### config.mk
export PLATFORM = sky130hd
export DESIGN_NAME = alu_iter_flat
export DESIGN_NICKNAME = d
export VERILOG_FILES = /design/src/rtl/alu_iter_pkg.sv /design/src/rtl/alu_iter_if.sv /design/src/rtl/alu_iter_muldiv.sv /design/src/rtl/alu_iter.sv /design/src/flat_wrapper.sv
export SDC_FILE = /design/constraint.sdc
export NUM_CORES = 1
export LEC_CHECK = 0
export BUFFER_PORTS_ARGS = -buffer_cell sky130_fd_sc_hd__buf_4
export CAP_MARGIN = 20
export CORE_ASPECT_RATIO = 1.2
export CORE_MARGIN = 8
export CORE_UTILIZATION = 45
export CTS_BUF_LIST = sky130_fd_sc_hd__clkbuf_8
export CTS_CLUSTER_SIZE = 16
export DETAILED_ROUTE_END_ITERATION = 7
export SYNTH_ARGS = -nofsm -noshare
export SYNTH_HDL_FRONTEND = slang
export SYNTH_SLANG_ARGS = --single-unit
### constraint.sdc
create_clock -name clk -period 13.13 [get_ports clk]
set_input_delay 2.626 -clock clk [delete_from_list [all_inputs] [get_ports clk]]
set_output_delay 2.626 -clock clk [all_outputs]
set_load 0.01 [all_outputs]
### src/rtl/alu_iter_pkg.sv
// Shared opcodes, FSM states and iterative-unit modes for alu_iter.
// Pure declarations; no timing.
// No flow control.
package alu_iter_pkg;

    localparam int ALU_OPX_W = 5;

    typedef logic [ALU_OPX_W-1:0] alu_op_t;

    // 0x00-0x0F keep the legacy ALU encoding; 0x10/0x11 are the new iterative ops
    localparam alu_op_t ALU_OPX_MOV  = 5'h00;
    localparam alu_op_t ALU_OPX_ADD  = 5'h01;
    localparam alu_op_t ALU_OPX_SUB  = 5'h02;
    localparam alu_op_t ALU_OPX_CMP  = 5'h03;
    localparam alu_op_t ALU_OPX_AND  = 5'h04;
    localparam alu_op_t ALU_OPX_OR   = 5'h05;
    localparam alu_op_t ALU_OPX_XOR  = 5'h06;
    localparam alu_op_t ALU_OPX_MUL  = 5'h07;
    localparam alu_op_t ALU_OPX_SL   = 5'h08;
    localparam alu_op_t ALU_OPX_SR   = 5'h09;
    localparam alu_op_t ALU_OPX_SRA  = 5'h0A;
    localparam alu_op_t ALU_OPX_ROT  = 5'h0B;
    localparam alu_op_t ALU_OPX_BIT  = 5'h0C;
    localparam alu_op_t ALU_OPX_SET  = 5'h0D;
    localparam alu_op_t ALU_OPX_CLR  = 5'h0E;
    localparam alu_op_t ALU_OPX_SEX  = 5'h0F;
    localparam alu_op_t ALU_OPX_DIVU = 5'h10;
    localparam alu_op_t ALU_OPX_MULU = 5'h11;

    typedef enum logic [1:0] {ST_IDLE, ST_ITER, ST_FIN} alu_state_t;

    typedef enum logic [1:0] {MD_MUL, MD_MULU, MD_DIVU} md_mode_t;

    // Divide by zero is resolved in one cycle, so it never enters the iterative path
    function automatic logic is_iter_op(alu_op_t op, logic b_is_zero);
        return (op == ALU_OPX_MUL) || (op == ALU_OPX_MULU) ||
               ((op == ALU_OPX_DIVU) && !b_is_zero);
    endfunction

endpackage

### src/rtl/alu_iter_if.sv
// Request/response bundle between the execute-stage sequencer and alu_iter.
// Response flags are valid from a DONE pulse until the next DONE.
// START is only honoured while BUSY is low.
interface alu_iter_if #(parameter int WIDTH = 16);
    import alu_iter_pkg::*;

    logic             start;
    alu_op_t          alux;
    logic [WIDTH-1:0] arga;
    logic [WIDTH-1:0] argb;
    logic             busy;
    logic             done;
    logic [WIDTH-1:0] result;
    logic [WIDTH-1:0] result_hi;
    logic             sign;
    logic             carry;
    logic             zero;
    logic             parity;
    logic             divz;

    modport master (
        output start, alux, arga, argb,
        input  busy, done, result, result_hi, sign, carry, zero, parity, divz
    );

    modport slave (
        input  start, alux, arga, argb,
        output busy, done, result, result_hi, sign, carry, zero, parity, divz
    );

endinterface

### src/rtl/alu_iter_muldiv.sv
// Iterative shift-add multiplier / restoring divider, one step per clock.
// WIDTH steps after go; done flags the last step, results are the post-step values.
// go must only be raised while idle; no internal queueing.
module alu_muldiv_iter import alu_iter_pkg::*; #(
    parameter int WIDTH = 16
) (
    input  logic             clk,
    input  logic             reset,
    input  logic             go,
    input  md_mode_t         mode,
    input  logic [WIDTH-1:0] a,
    input  logic [WIDTH-1:0] b,
    output logic             done,
    output logic [WIDTH-1:0] prod_lo,
    output logic [WIDTH-1:0] prod_hi,
    output logic [WIDTH-1:0] quotient,
    output logic [WIDTH-1:0] remainder
);
    localparam int SHW = $clog2(WIDTH);

    // hi: product high / partial remainder; lo: multiplier / dividend-quotient
    logic             active;
    logic [SHW-1:0]   cnt;
    logic [WIDTH-1:0] hi, lo, mcand;
    logic             is_div, neg;

    logic [WIDTH:0]     sum, shifted, diff;
    logic               ge;
    logic [WIDTH-1:0]   nhi, nlo;
    logic [2*WIDTH-1:0] prod, prod_fix;

    // One multiply or divide step computed from the current registers
    always_comb begin
        sum     = {1'b0, hi} + (lo[0] ? {1'b0, mcand} : '0);
        shifted = {hi, lo[WIDTH-1]};
        diff    = shifted - {1'b0, mcand};
        ge      = ~diff[WIDTH];
        if (is_div) begin
            nhi = ge ? diff[WIDTH-1:0] : shifted[WIDTH-1:0];
            nlo = {lo[WIDTH-2:0], ge};
        end else begin
            nhi = sum[WIDTH:1];
            nlo = {sum[0], lo[WIDTH-1:1]};
        end
        prod     = {nhi, nlo};
        prod_fix = neg ? -prod : prod;
    end

    assign done      = active && (cnt == SHW'(WIDTH - 1));
    assign prod_lo   = prod_fix[WIDTH-1:0];
    assign prod_hi   = prod_fix[2*WIDTH-1:WIDTH];
    assign quotient  = nlo;
    assign remainder = nhi;

    // Load magnitudes on go, then step until the counter wraps
    always_ff @(posedge clk) begin
        if (reset) begin
            active <= 1'b0;
            cnt    <= '0;
            hi     <= '0;
            lo     <= '0;
            mcand  <= '0;
            is_div <= 1'b0;
            neg    <= 1'b0;
        end else if (go) begin
            active <= 1'b1;
            cnt    <= '0;
            hi     <= '0;
            is_div <= (mode == MD_DIVU);
            neg    <= (mode == MD_MUL) && (a[WIDTH-1] ^ b[WIDTH-1]);
            lo     <= ((mode == MD_MUL) && a[WIDTH-1]) ? -a : a;
            mcand  <= ((mode == MD_MUL) && b[WIDTH-1]) ? -b : b;
        end else if (active) begin
            hi  <= nhi;
            lo  <= nlo;
            cnt <= cnt + SHW'(1);
            if (done) active <= 1'b0;
        end
    end

endmodule

### src/rtl/alu_iter.sv
// Registered execute-stage ALU: single-cycle ops plus iterative MUL/MULU/DIVU.
// Single-cycle: DONE one clock after START; iterative: DONE WIDTH+1 clocks after START.
// START ignored while BUSY; BUSY is low in the DONE cycle so back-to-back issue works.
module alu_iter import alu_iter_pkg::*; #(
    parameter int WIDTH = 16
) (
    input  logic     clk,
    input  logic     reset,
    alu_iter_if.slave bus
);
    localparam int SHW = $clog2(WIDTH);
    localparam logic [WIDTH-1:0] ONE = WIDTH'(1);

    alu_state_t state, state_nxt;

    logic [WIDTH-1:0] a, b;
    logic [SHW-1:0]   amt;
    logic             accept, iter_req, single;
    md_mode_t         md_mode;

    logic             md_done;
    logic [WIDTH-1:0] md_prod_lo, md_prod_hi, md_quo, md_rem, md_res, md_hi;
    logic             iter_div;

    logic [WIDTH:0]   add_w, sub_w, shl_w;
    logic [WIDTH-1:0] mask, lowmask;
    logic [WIDTH-1:0] sc_res, sc_hi;
    logic             sc_carry, sc_divz, sc_ovf_op, sc_ovf, sc_par;

    logic             done_r, sign_r, carry_r, zero_r, parity_r, divz_r;
    logic [WIDTH-1:0] res_r, hi_r;

    assign a        = bus.arga;
    assign b        = bus.argb;
    assign amt      = b[SHW-1:0];
    assign accept   = bus.start && (state != ST_ITER);
    assign iter_req = accept && is_iter_op(bus.alux, b == '0);
    assign single   = accept && !iter_req;
    assign md_mode  = (bus.alux == ALU_OPX_MUL)  ? MD_MUL :
                      (bus.alux == ALU_OPX_MULU) ? MD_MULU : MD_DIVU;

    alu_muldiv_iter #(.WIDTH(WIDTH)) u_muldiv (
        .clk       (clk),
        .reset     (reset),
        .go        (iter_req),
        .mode      (md_mode),
        .a         (a),
        .b         (b),
        .done      (md_done),
        .prod_lo   (md_prod_lo),
        .prod_hi   (md_prod_hi),
        .quotient  (md_quo),
        .remainder (md_rem)
    );

    assign md_res = iter_div ? md_quo : md_prod_lo;
    assign md_hi  = iter_div ? md_rem : md_prod_hi;

    // FSM state register
    always_ff @(posedge clk) begin
        if (reset) state <= ST_IDLE;
        else       state <= state_nxt;
    end

    // FIN behaves like IDLE for issue, so a START there is not lost
    always_comb begin
        state_nxt = state;
        case (state)
            ST_IDLE, ST_FIN: state_nxt = iter_req ? ST_ITER : ST_IDLE;
            ST_ITER:         if (md_done) state_nxt = ST_FIN;
            default:         state_nxt = ST_IDLE;
        endcase
    end

    assign add_w   = {1'b0, a} + {1'b0, b};
    assign sub_w   = {1'b0, a} - {1'b0, b};
    assign shl_w   = {1'b0, a} << amt;
    assign mask    = ONE << amt;
    assign lowmask = (mask << 1) - ONE;

    // Single-cycle result, carry/borrow and overflow; unknown opcodes give all ones
    always_comb begin
        sc_res    = '1;
        sc_hi     = '0;
        sc_carry  = 1'b0;
        sc_divz   = 1'b0;
        sc_ovf_op = 1'b0;
        sc_ovf    = 1'b0;
        case (bus.alux)
            ALU_OPX_MOV: sc_res = b;
            ALU_OPX_ADD: begin
                sc_res    = add_w[WIDTH-1:0];
                sc_carry  = add_w[WIDTH];
                sc_ovf_op = 1'b1;
                sc_ovf    = (a[WIDTH-1] == b[WIDTH-1]) && (add_w[WIDTH-1] != a[WIDTH-1]);
            end
            ALU_OPX_SUB, ALU_OPX_CMP: begin
                sc_res    = sub_w[WIDTH-1:0];
                sc_carry  = sub_w[WIDTH];
                sc_ovf_op = 1'b1;
                sc_ovf    = (a[WIDTH-1] != b[WIDTH-1]) && (sub_w[WIDTH-1] != a[WIDTH-1]);
            end
            ALU_OPX_AND: sc_res = a & b;
            ALU_OPX_OR:  sc_res = a | b;
            ALU_OPX_XOR: sc_res = a ^ b;
            ALU_OPX_SL: begin
                sc_res   = shl_w[WIDTH-1:0];
                sc_carry = shl_w[WIDTH];
            end
            ALU_OPX_SR:  sc_res = a >> amt;
            ALU_OPX_SRA: sc_res = $signed(a) >>> amt;
            ALU_OPX_ROT: sc_res = (a >> amt) | (a << (WIDTH - int'(amt)));
            ALU_OPX_BIT: sc_res = a & mask;
            ALU_OPX_SET: sc_res = a | mask;
            ALU_OPX_CLR: sc_res = a & ~mask;
            ALU_OPX_SEX: sc_res = a[amt] ? (a | ~lowmask) : (a & lowmask);
            ALU_OPX_DIVU: begin
                sc_hi   = a;
                sc_divz = 1'b1;
            end
            default: sc_res = '1;
        endcase
        sc_par = sc_ovf_op ? sc_ovf : sc_res[0];
    end

    // Output and flag registers, loaded on a single-cycle accept or the last iterative step
    always_ff @(posedge clk) begin
        if (reset) begin
            done_r   <= 1'b0;
            res_r    <= '0;
            hi_r     <= '0;
            sign_r   <= 1'b0;
            carry_r  <= 1'b0;
            zero_r   <= 1'b0;
            parity_r <= 1'b0;
            divz_r   <= 1'b0;
            iter_div <= 1'b0;
        end else begin
            done_r <= 1'b0;
            if (iter_req) iter_div <= (bus.alux == ALU_OPX_DIVU);
            if (single) begin
                done_r   <= 1'b1;
                res_r    <= sc_res;
                hi_r     <= sc_hi;
                sign_r   <= sc_res[WIDTH-1];
                zero_r   <= (sc_res == '0);
                carry_r  <= sc_carry;
                parity_r <= sc_par;
                divz_r   <= sc_divz;
            end else if (md_done) begin
                done_r   <= 1'b1;
                res_r    <= md_res;
                hi_r     <= md_hi;
                sign_r   <= md_res[WIDTH-1];
                zero_r   <= (md_res == '0);
                carry_r  <= 1'b0;
                parity_r <= iter_div ? md_res[0] : |md_hi;
                divz_r   <= 1'b0;
            end
        end
    end

    assign bus.busy      = (state == ST_ITER);
    assign bus.done      = done_r;
    assign bus.result    = res_r;
    assign bus.result_hi = hi_r;
    assign bus.sign      = sign_r;
    assign bus.carry     = carry_r;
    assign bus.zero      = zero_r;
    assign bus.parity    = parity_r;
    assign bus.divz      = divz_r;

endmodule

### src/flat_wrapper.sv
// flat-port wrapper written by rule: the top's interface ports become plain ports
module alu_iter_flat import alu_iter_pkg::*;
#(
    parameter int WIDTH = 16
)
  (clk, reset, bus_start, bus_alux, bus_arga, bus_argb, bus_busy, bus_done, bus_result, bus_result_hi, bus_sign, bus_carry, bus_zero, bus_parity, bus_divz);
  alu_iter_if #(.WIDTH(WIDTH)) bus_i ();
  input  logic clk;
  input  logic reset;
  input wire logic [$bits(bus_i.start)-1:0] bus_start;
  input wire logic [$bits(bus_i.alux)-1:0] bus_alux;
  input wire logic [$bits(bus_i.arga)-1:0] bus_arga;
  input wire logic [$bits(bus_i.argb)-1:0] bus_argb;
  output wire logic [$bits(bus_i.busy)-1:0] bus_busy;
  output wire logic [$bits(bus_i.done)-1:0] bus_done;
  output wire logic [$bits(bus_i.result)-1:0] bus_result;
  output wire logic [$bits(bus_i.result_hi)-1:0] bus_result_hi;
  output wire logic [$bits(bus_i.sign)-1:0] bus_sign;
  output wire logic [$bits(bus_i.carry)-1:0] bus_carry;
  output wire logic [$bits(bus_i.zero)-1:0] bus_zero;
  output wire logic [$bits(bus_i.parity)-1:0] bus_parity;
  output wire logic [$bits(bus_i.divz)-1:0] bus_divz;
  assign bus_i.start = bus_start;
  assign bus_i.alux = bus_alux;
  assign bus_i.arga = bus_arga;
  assign bus_i.argb = bus_argb;
  assign bus_busy = bus_i.busy;
  assign bus_done = bus_i.done;
  assign bus_result = bus_i.result;
  assign bus_result_hi = bus_i.result_hi;
  assign bus_sign = bus_i.sign;
  assign bus_carry = bus_i.carry;
  assign bus_zero = bus_i.zero;
  assign bus_parity = bus_i.parity;
  assign bus_divz = bus_i.divz;
  alu_iter #(.WIDTH(WIDTH)) u_core (.clk(clk), .reset(reset), .bus(bus_i));
endmodule
==> results of run 1 <==
stage by stage:
stage | setup WS, ns | instances | area [um2] | hold slack (ns)
5_1_grt | 5.62 | 2274 | 14200 | 0.532
4_1_cts | 5.83 | 2274 | 14200 | 0.485
6_report | 5.75 | 2274 | 14200 | 0.482
3_5_place_dp | 5.42 | 2259 | 14100 | 0.470
3_3_place_gp | 5.47 | 2258 | 14100 | 0.465
2_1_floorplan | 6.01 | 1904 | 13300 | 0.458
tightest hold or removal path: stages, from the launching register on:
cell and delay, ns:
dfxtp_1 0.33, nand3_1 0.06, a21oi_1 0.06
cell families (layout without fill, tap and decap cells):
kind of cell,Yosys count,count (layout),share of synthesized area (%)
multiplexers,114,114,10.7
XOR/XNOR,87,87,5.73
buffers and inverters,221,201,6.50
AO/OA/AOI/OAI,611,611,30.6
flip-flops,95,95,14.3
adder cells (fa/ha/maj),79,79,7.66
AND/OR/NAND/NOR,697,697,24.6
cell usage after synthesis, types with 15 or more instances:
master,n
nand2b_1,20
a211oi_1,60
o21ai_0,103
o211ai_1,30
dfxtp_1,95
or3_1,19
a21oi_1,161
inv_1,68
xnor2_1,52
mux2_2,21
o22ai_1,24
nor4_1,15
nand4_1,15
xor2_1,35
nand2_1,154
a21o_1,16
mux2i_1,74
nor3_1,55
ha_1,75
nor2b_1,18
buf_1,23
nand3_1,56
and2_1,23
nor2_1,261
a31oi_1,38
clkbuf_1,111
metal layers:
layer,wire (um),vias to the layer above,global-route usage [%]
met4,4780,0,24.6
met1,23800,7281,38.0
met3,3910,196,4.21
met2,29900,741,58.6
met5,0,-,0
li1,-,7006,-
cell usage in the layout (no fill, tap or decap), types with 30 or more instances in the layout:
cell type and count:
a211oi_1 60, nand3_1 56, a31oi_1 38, inv_1 68, buf_4 115, ha_1 75
nand2_1 154, mux2i_1 74, nor2_1 260, xnor2_1 52, xor2_1 35, dfxtp_1 93
a21oi_1 161, o211ai_1 30, nor3_1 53, o21ai_0 103
layout make-up:
| cell class | instances | share of cell area [%] |
|---|---|---|
| clock inverters | 5 | 0.272 |
| multi-input cells | 1588 | 74.0 |
| repair buffers | 115 | 6.06 |
| clock buffers | 10 | 0.966 |
| inverters | 71 | 1.87 |
| well taps | 390 | 3.42 |
| flip-flops and latches | 95 | 13.4 |
state kept, by name, summed over array words and instances (netlist names), 2 cells and up:
name and flops:
u_core.bus.result 15, u_core.bus.result_hi 16, u_core.state 2, u_core.u_muldiv.cnt 4
u_core.u_muldiv.hi 16, u_core.u_muldiv.lo 16, u_core.u_muldiv.mcand 16
path summary, 6_finish.rpt:
| path | startpoint | to | slack [ns] | cells past startpoint |
|---|---|---|---|---|
| max | bus_argb[1] | u_core.bus.zero | 5.75 | 14 |
| min | u_core.bus.divz | u_core.bus.divz | 0.48 | 2 |
| max reg2reg | u_core.u_muldiv.mcand[0] | u_core.bus.parity | 7.54 | 18 |
| min reg2reg | u_core.bus.divz | u_core.bus.divz | 0.48 | 2 |
power by group:
group / total, mW / switching (mW) / internal, mW
clock: 0.191 / 0.116 / 0.0750
combinational: 0.483 / 0.318 / 0.165
sequential: 0.314 / 0.0142 / 0.300
==> run summary, run 1 <==
outcome: completed
routed via count divided by cell count: 6.69
clk sinks: 95
Top-Level Pins: 79
synth warn: 0
Cell Chain, Critical Path: buf_4, inv_2, ha_1, ha_1, mux2_2, a21o_1, a32oi_1, nand4_1, a221o_1, or4_1, or4_1, or4_1, nor3_2, a31o_1
data required time of the critical path: 13.46 ns
Die Height: 204 um
sum of negative setup slack: 0 ns
Post-synth EDFFs: 0
most area-consuming cells after synthesis: dfxtp_1, nor2_1, ha_1
most used flip-flop cell after synthesis: dfxtp_1
Skew-Pair Late Insertion Delay: 0.40 ns
power after layout: 0.989 mW
DPL Wire Length: 46400 um
global-route wire length before repair: 91500 um
top cell type by total area after synthesis: dfxtp_1
area added between synthesis and finish: 7.20%
number of nets at the end of the flow: 1999
top fanout value on the critical path: 51
initial core utilization: 45.3%
worst slew slack as a fraction of its limit: 21.0%
area of the core: 29400 um2
sequential cell area: 1900 um2
final critical delay including setup and external delays: 7.38 ns
total global routing track utilization: 33.8%
CP arrival: 7.71 ns
area of the multi-input gates: 10500 um2
die outline area: 35300 um2
RSZ-0062 raised after global routing: false
count of H-tree levels built during CTS: 3
clock transition at the registers of the reported paths: 0.10 ns
Post-Synthesis Cells: 1904
number of buffers inserted during clock tree synthesis: 9
total congestion overflow: 0
largest net degree at the start of global routing: 77
endpoint class of the critical path: register
fill cell count: 3095
Hold Crit Class: register to register
setup bufs post-CTS: 0
post-cts repair resize count: 0
worst-margin pin slew: 1.18 ns
worst-case clock skew: 0.0335 ns
highest ir drop seen on vdd: 0.0414 mV
DR WL/cell: 27.4 um
type of the worst setup path: input port to register
GP Congestion: 1.04
Setup Viol. Count Final: 0
number of DRC violations after detailed routing: 0
number of core rows: 69
share of the yosys chip area belonging to registers: 14.3%
Yosys reg bits: 95
kind of start point of the critical path: input port
TritonCTS clock tree: done
die width: 173 um
routed wire length: 62400 um
Initial DRT Pass Iterations: 6
Final Max Tran Viols: 0
post-synthesis async set-or-reset flop share: 0%
Hold Fails Final Rpt: 0
Mean Syn Cell Area: 6.98 um2
hold bufs inserted after CTS: 0
Worst path slowest cell: ha_1
Leak: 5.46 nW
via count of the first global-routing pass: 14500
max-capacitance violation count: 0
initial DRC count: 1589
diode count: 0
number of distinct library cells after synthesis: 88
most common cell type on the critical path: or4_1
number of port buffers: 78
family of cells with the greatest summed delay on the critical path: simple AND/OR/NAND/NOR gates
clock root buffer master: clkbuf_8
nets in the synthesized netlist: 2023
max frequency: 136 MHz
total power density per cell area: 69.4 nW/um2
Worst path max stage delay: 0.87 ns
number of buffers and inverters on the critical path: 2
top-area cell type share of the netlist area: 14.3%
number of routed nets with antenna violations: 0
final clock period utilization by the worst path: 56.2%
number of antenna violations at the first check in global routing: 0
fraction of final layout cells with drive strength greater than 1: 10.6%
final core utilization: 48.5%
total standard cell area after synthesis: 13300 um2
Max clock buf depth: 2
number of vias in the routed layout: 15200
No activity file was read; power rests on OpenSTA's default activity.
==> run 2: changes to the inputs <==
--- a/config.mk
+++ b/config.mk
@@ -5,6 +5,7 @@
 export SDC_FILE = /design/constraint.sdc
 export NUM_CORES = 1
 export LEC_CHECK = 0
+export ABC_AREA = 1
 export BUFFER_PORTS_ARGS = -buffer_cell sky130_fd_sc_hd__buf_4
 export CAP_MARGIN = 20
 export CORE_ASPECT_RATIO = 1.2
==> constraint.sdc (replaced) <==
create_clock -name clk -period 7.6 [get_ports clk]
set_input_delay 1.52 -clock clk [delete_from_list [all_inputs] [get_ports clk]]
set_output_delay 1.52 -clock clk [all_outputs]
set_load 0.01 [all_outputs]
==> run summary, run 2 <==
Yosys reg bits: 95 (unchanged)
endpoint class of the critical path: register (unchanged)
post-cts repair resize count: 0 (unchanged)
GP Congestion: 1.16 (was 1.04)
violated checks: design-rule violations
RSZ-0062 raised after global routing: false (unchanged)
setup bufs post-CTS: 0 (unchanged)
Hold Fails Final Rpt: 0 (unchanged)
synth warn: 0 (unchanged)
number of port buffers: 78 (unchanged)
most area-consuming cells after synthesis: nand2_1, dfxtp_1, o21ai_0 (was dfxtp_1, nor2_1, ha_1)
total global routing track utilization: 41.4% (was 33.8%)
share of the yosys chip area belonging to registers: 14.0% (was 14.3%)
Post-synth EDFFs: 0 (unchanged)
data required time of the critical path: 7.93 ns (was 13.46 ns)
kind of start point of the critical path: input port (unchanged)
total length of routed met2 wires: 34300 um (was 29900 um)
Top-Level Pins: 79 (unchanged)
clk sinks: 95 (unchanged)
area of the core: 30100 um2 (was 29400 um2)
power after layout: 1.96 mW (was 0.989 mW)
Final Max Tran Viols: 0 (unchanged)
post-synthesis async set-or-reset flop share: 0% (unchanged)
Mean Syn Cell Area: 5.62 um2 (was 6.98 um2)
filler-free cell count of the finished design: 2843 (was 2274)
worst-margin pin slew: 1.31 ns (was 1.18 ns)
top cell type by total area after synthesis: nand2_1 (was dfxtp_1)
met3 wire len: 7440 um (was 3910 um)
Skew-Pair Late Insertion Delay: 0.40 ns (about the same)
worst setup path start: bus_argb[0] (was bus_argb[1])
most used flip-flop cell after synthesis: dfxtp_1 (unchanged)
hold path start: u_core.u_muldiv.cnt[1] (was u_core.bus.divz)
top library cells by usage in the layout, fill and taps aside: nand2_1, inv_1, o21ai_0, nor2_1, a21oi_1 (was nor2_1, a21oi_1, nand2_1, buf_4, o21ai_0)
hold bufs inserted after CTS: 0 (unchanged)
number of vias in the routed layout: 18000 (was 15200)
TritonCTS clock tree: done (unchanged)
most common cell after layout, fill and taps aside: nand2_1 (was nor2_1)
clock root buffer master: clkbuf_8 (unchanged)
largest net degree at the start of global routing: 52 (was 77)
via count of the first global-routing pass: 16900 (was 14500)
post-route met1 wirelength: 26600 um (was 23800 um)
most common library cells after synthesis: nand2_1, inv_1, o21ai_0, nor2_1, a21oi_1 (was nor2_1, a21oi_1, nand2_1, clkbuf_1, o21ai_0)
number of core rows: 70 (was 69)
number of buffers inserted during clock tree synthesis: 9 (unchanged)
launch point of the worst reg-to-reg path: u_core.u_muldiv.mcand[0] (unchanged)
instance count after placement with tap cells included: 2821 (was 2259)
Die Height: 207 um (was 204 um)
number of antenna violations at the first check in global routing: 7 (was 0)
area added between synthesis and finish: 7.46% (was 7.20%)
Max clock buf depth: 2 (unchanged)
nets in the synthesized netlist: 2542 (was 2023)
number of nets at the end of the flow: 2556 (was 1999)
Initial DRT Pass Iterations: 8 (was 6)
final critical delay including setup and external delays: 5.42 ns
number of DRC violations after detailed routing: 5 (was 0)
Setup Viol. Count Final: 0 (unchanged)
outcome: complete, but fails checks (was completed)
type of the worst setup path: input port to register (unchanged)
top metal layer carrying routed signals: met5 (was met4)
most frequent cell after synthesis: nand2_1 (was nor2_1)
total congestion overflow: 0 (unchanged)
worst-case clock skew: 0.0247 ns (was 0.0335 ns)
placed cell area: 14400 um2 (was 14100 um2)
total power density per cell area: 134 nW/um2 (was 69.4 nW/um2)
worst-case hold slack: 0.499 ns (was 0.482 ns)
worst slew slack as a fraction of its limit: 11.6% (was 21.0%)
top fanout value on the critical path: 36 (was 51)
Post-Synthesis Cells: 2423 (was 1904)
CP arrival: 5.75 ns (was 7.71 ns)
DR WL/cell: 26.8 um (was 27.4 um)
Final WS setup: 2.18 ns (was 5.75 ns)
top-area cell type share of the netlist area: 18.2% (was 14.3%)
placement-stage worst setup slack: 2.00 ns (was 5.42 ns)
clock transition at the registers of the reported paths: 0.12 ns (was 0.10 ns)
initial core utilization: 45.2% (was 45.3%)
max-capacitance violation count: 0 (unchanged)
Hold Crit Class: register to register (unchanged)
DPL Wire Length: 59300 um (was 46400 um)
routed wire length: 76200 um (was 62400 um)
sum of negative setup slack: 0 ns (unchanged)
final core utilization: 48.6% (was 48.5%)
setup slack on the worst flop-to-flop path: 2.75 ns (was 7.54 ns)
Leak: 7.19 nW (was 5.46 nW)
global-route wire length before repair: 111000 um (was 91500 um)
routed via count divided by cell count: 6.33 (was 6.69)
area of all placed cells without fillers: 14600 um2 (was 14200 um2)
max frequency: 184 MHz
final clock period utilization by the worst path: 71.4%
number of distinct library cells after synthesis: 62 (was 88)
fraction of final layout cells with drive strength greater than 1: 8.85% (was 10.6%)
highest ir drop seen on vdd: 0.116 mV (was 0.0414 mV)
die width: 175 um (was 173 um)
die outline area: 36100 um2 (was 35300 um2)
initial DRC count: 2464 (was 1589)
total standard cell area after synthesis: 13600 um2 (was 13300 um2)
number of routed nets with antenna violations: 0 (unchanged)
count of H-tree levels built during CTS: 3 (unchanged)
[run 2: cell count changes after synthesis, sizes merged, moves of 20 or more]
cell    delta
nand2    +534
inv      +241
o21ai    +144
nand3    +115
mux2i     -74
clkbuf    -57
a211oi    -56
xnor2     -46
nor2      -35
a21oi     +31
nor3      -25
and2      -22
mux2      -22
nand2b    -20
[run 2: kinds of logic (layout without fill, tap and decap cells)]
family	Yosys count	after routing	synth area share, %
DFF	95	95	14.0
other	0	5	0
AOI/OAI and AO/OA	599	599	25.1
and+or+nand+nor	1183	1183	38.0
buffers and inverters	414	433	12.1
xor gates and xnor gates	53	53	3.41
adders and majority gates	79	79	7.48
[run 2: final timing paths]
check / endpoint / depth (start not counted)
hold / removal: u_core.u_muldiv.cnt[1] / 2
setup / recovery: u_core.bus.result[2] / 15
setup reg to reg: u_core.bus.parity / 30
hold reg to reg: u_core.u_muldiv.cnt[1] / 2
[run 2: worst max-delay path, stage by stage]
cell	delay, ns
buf_4	0.23
inv_2	0.36
ha_1	0.27
nand2_1	0.20
nor2_2	0.25
nand3_1	0.19
o41ai_1	0.36
nand2_1	0.18
nor2_2	0.54
inv_2	0.43
nand2_2	0.39
inv_2	0.34
nor2_1	0.21
inv_1	0.10
o21ai_1	0.15
[run 2: layer usage]
metal	track usage [%]	vias to the layer above
met2	68.1	1275
met4	35.3	6
met5	0	-
li1	-	8098
met1	44.8	8210
met3	9.66	404
[run 2: cell type report]
type                            instances  area (um2)
Fill cell                            3277       15500
Timing Repair Buffer                  100         751
Clock buffer                            9         124
Clock inverter                          7        86.3
Antenna cell                            5        12.5
Inverter                              317        1190
Tap cell                              396         495
Multi-Input combinational cell       1914       10100
Sequential cell                        95        1900
[run 2: power by group]
group          total [mW]  internal [mW]  switching (mW)  leakage [nW]
sequential          0.555          0.523          0.0320         0.775
clock               0.384          0.160           0.224         0.104
combinational        1.02          0.289           0.731          6.31
total                1.96          0.972           0.986          7.19
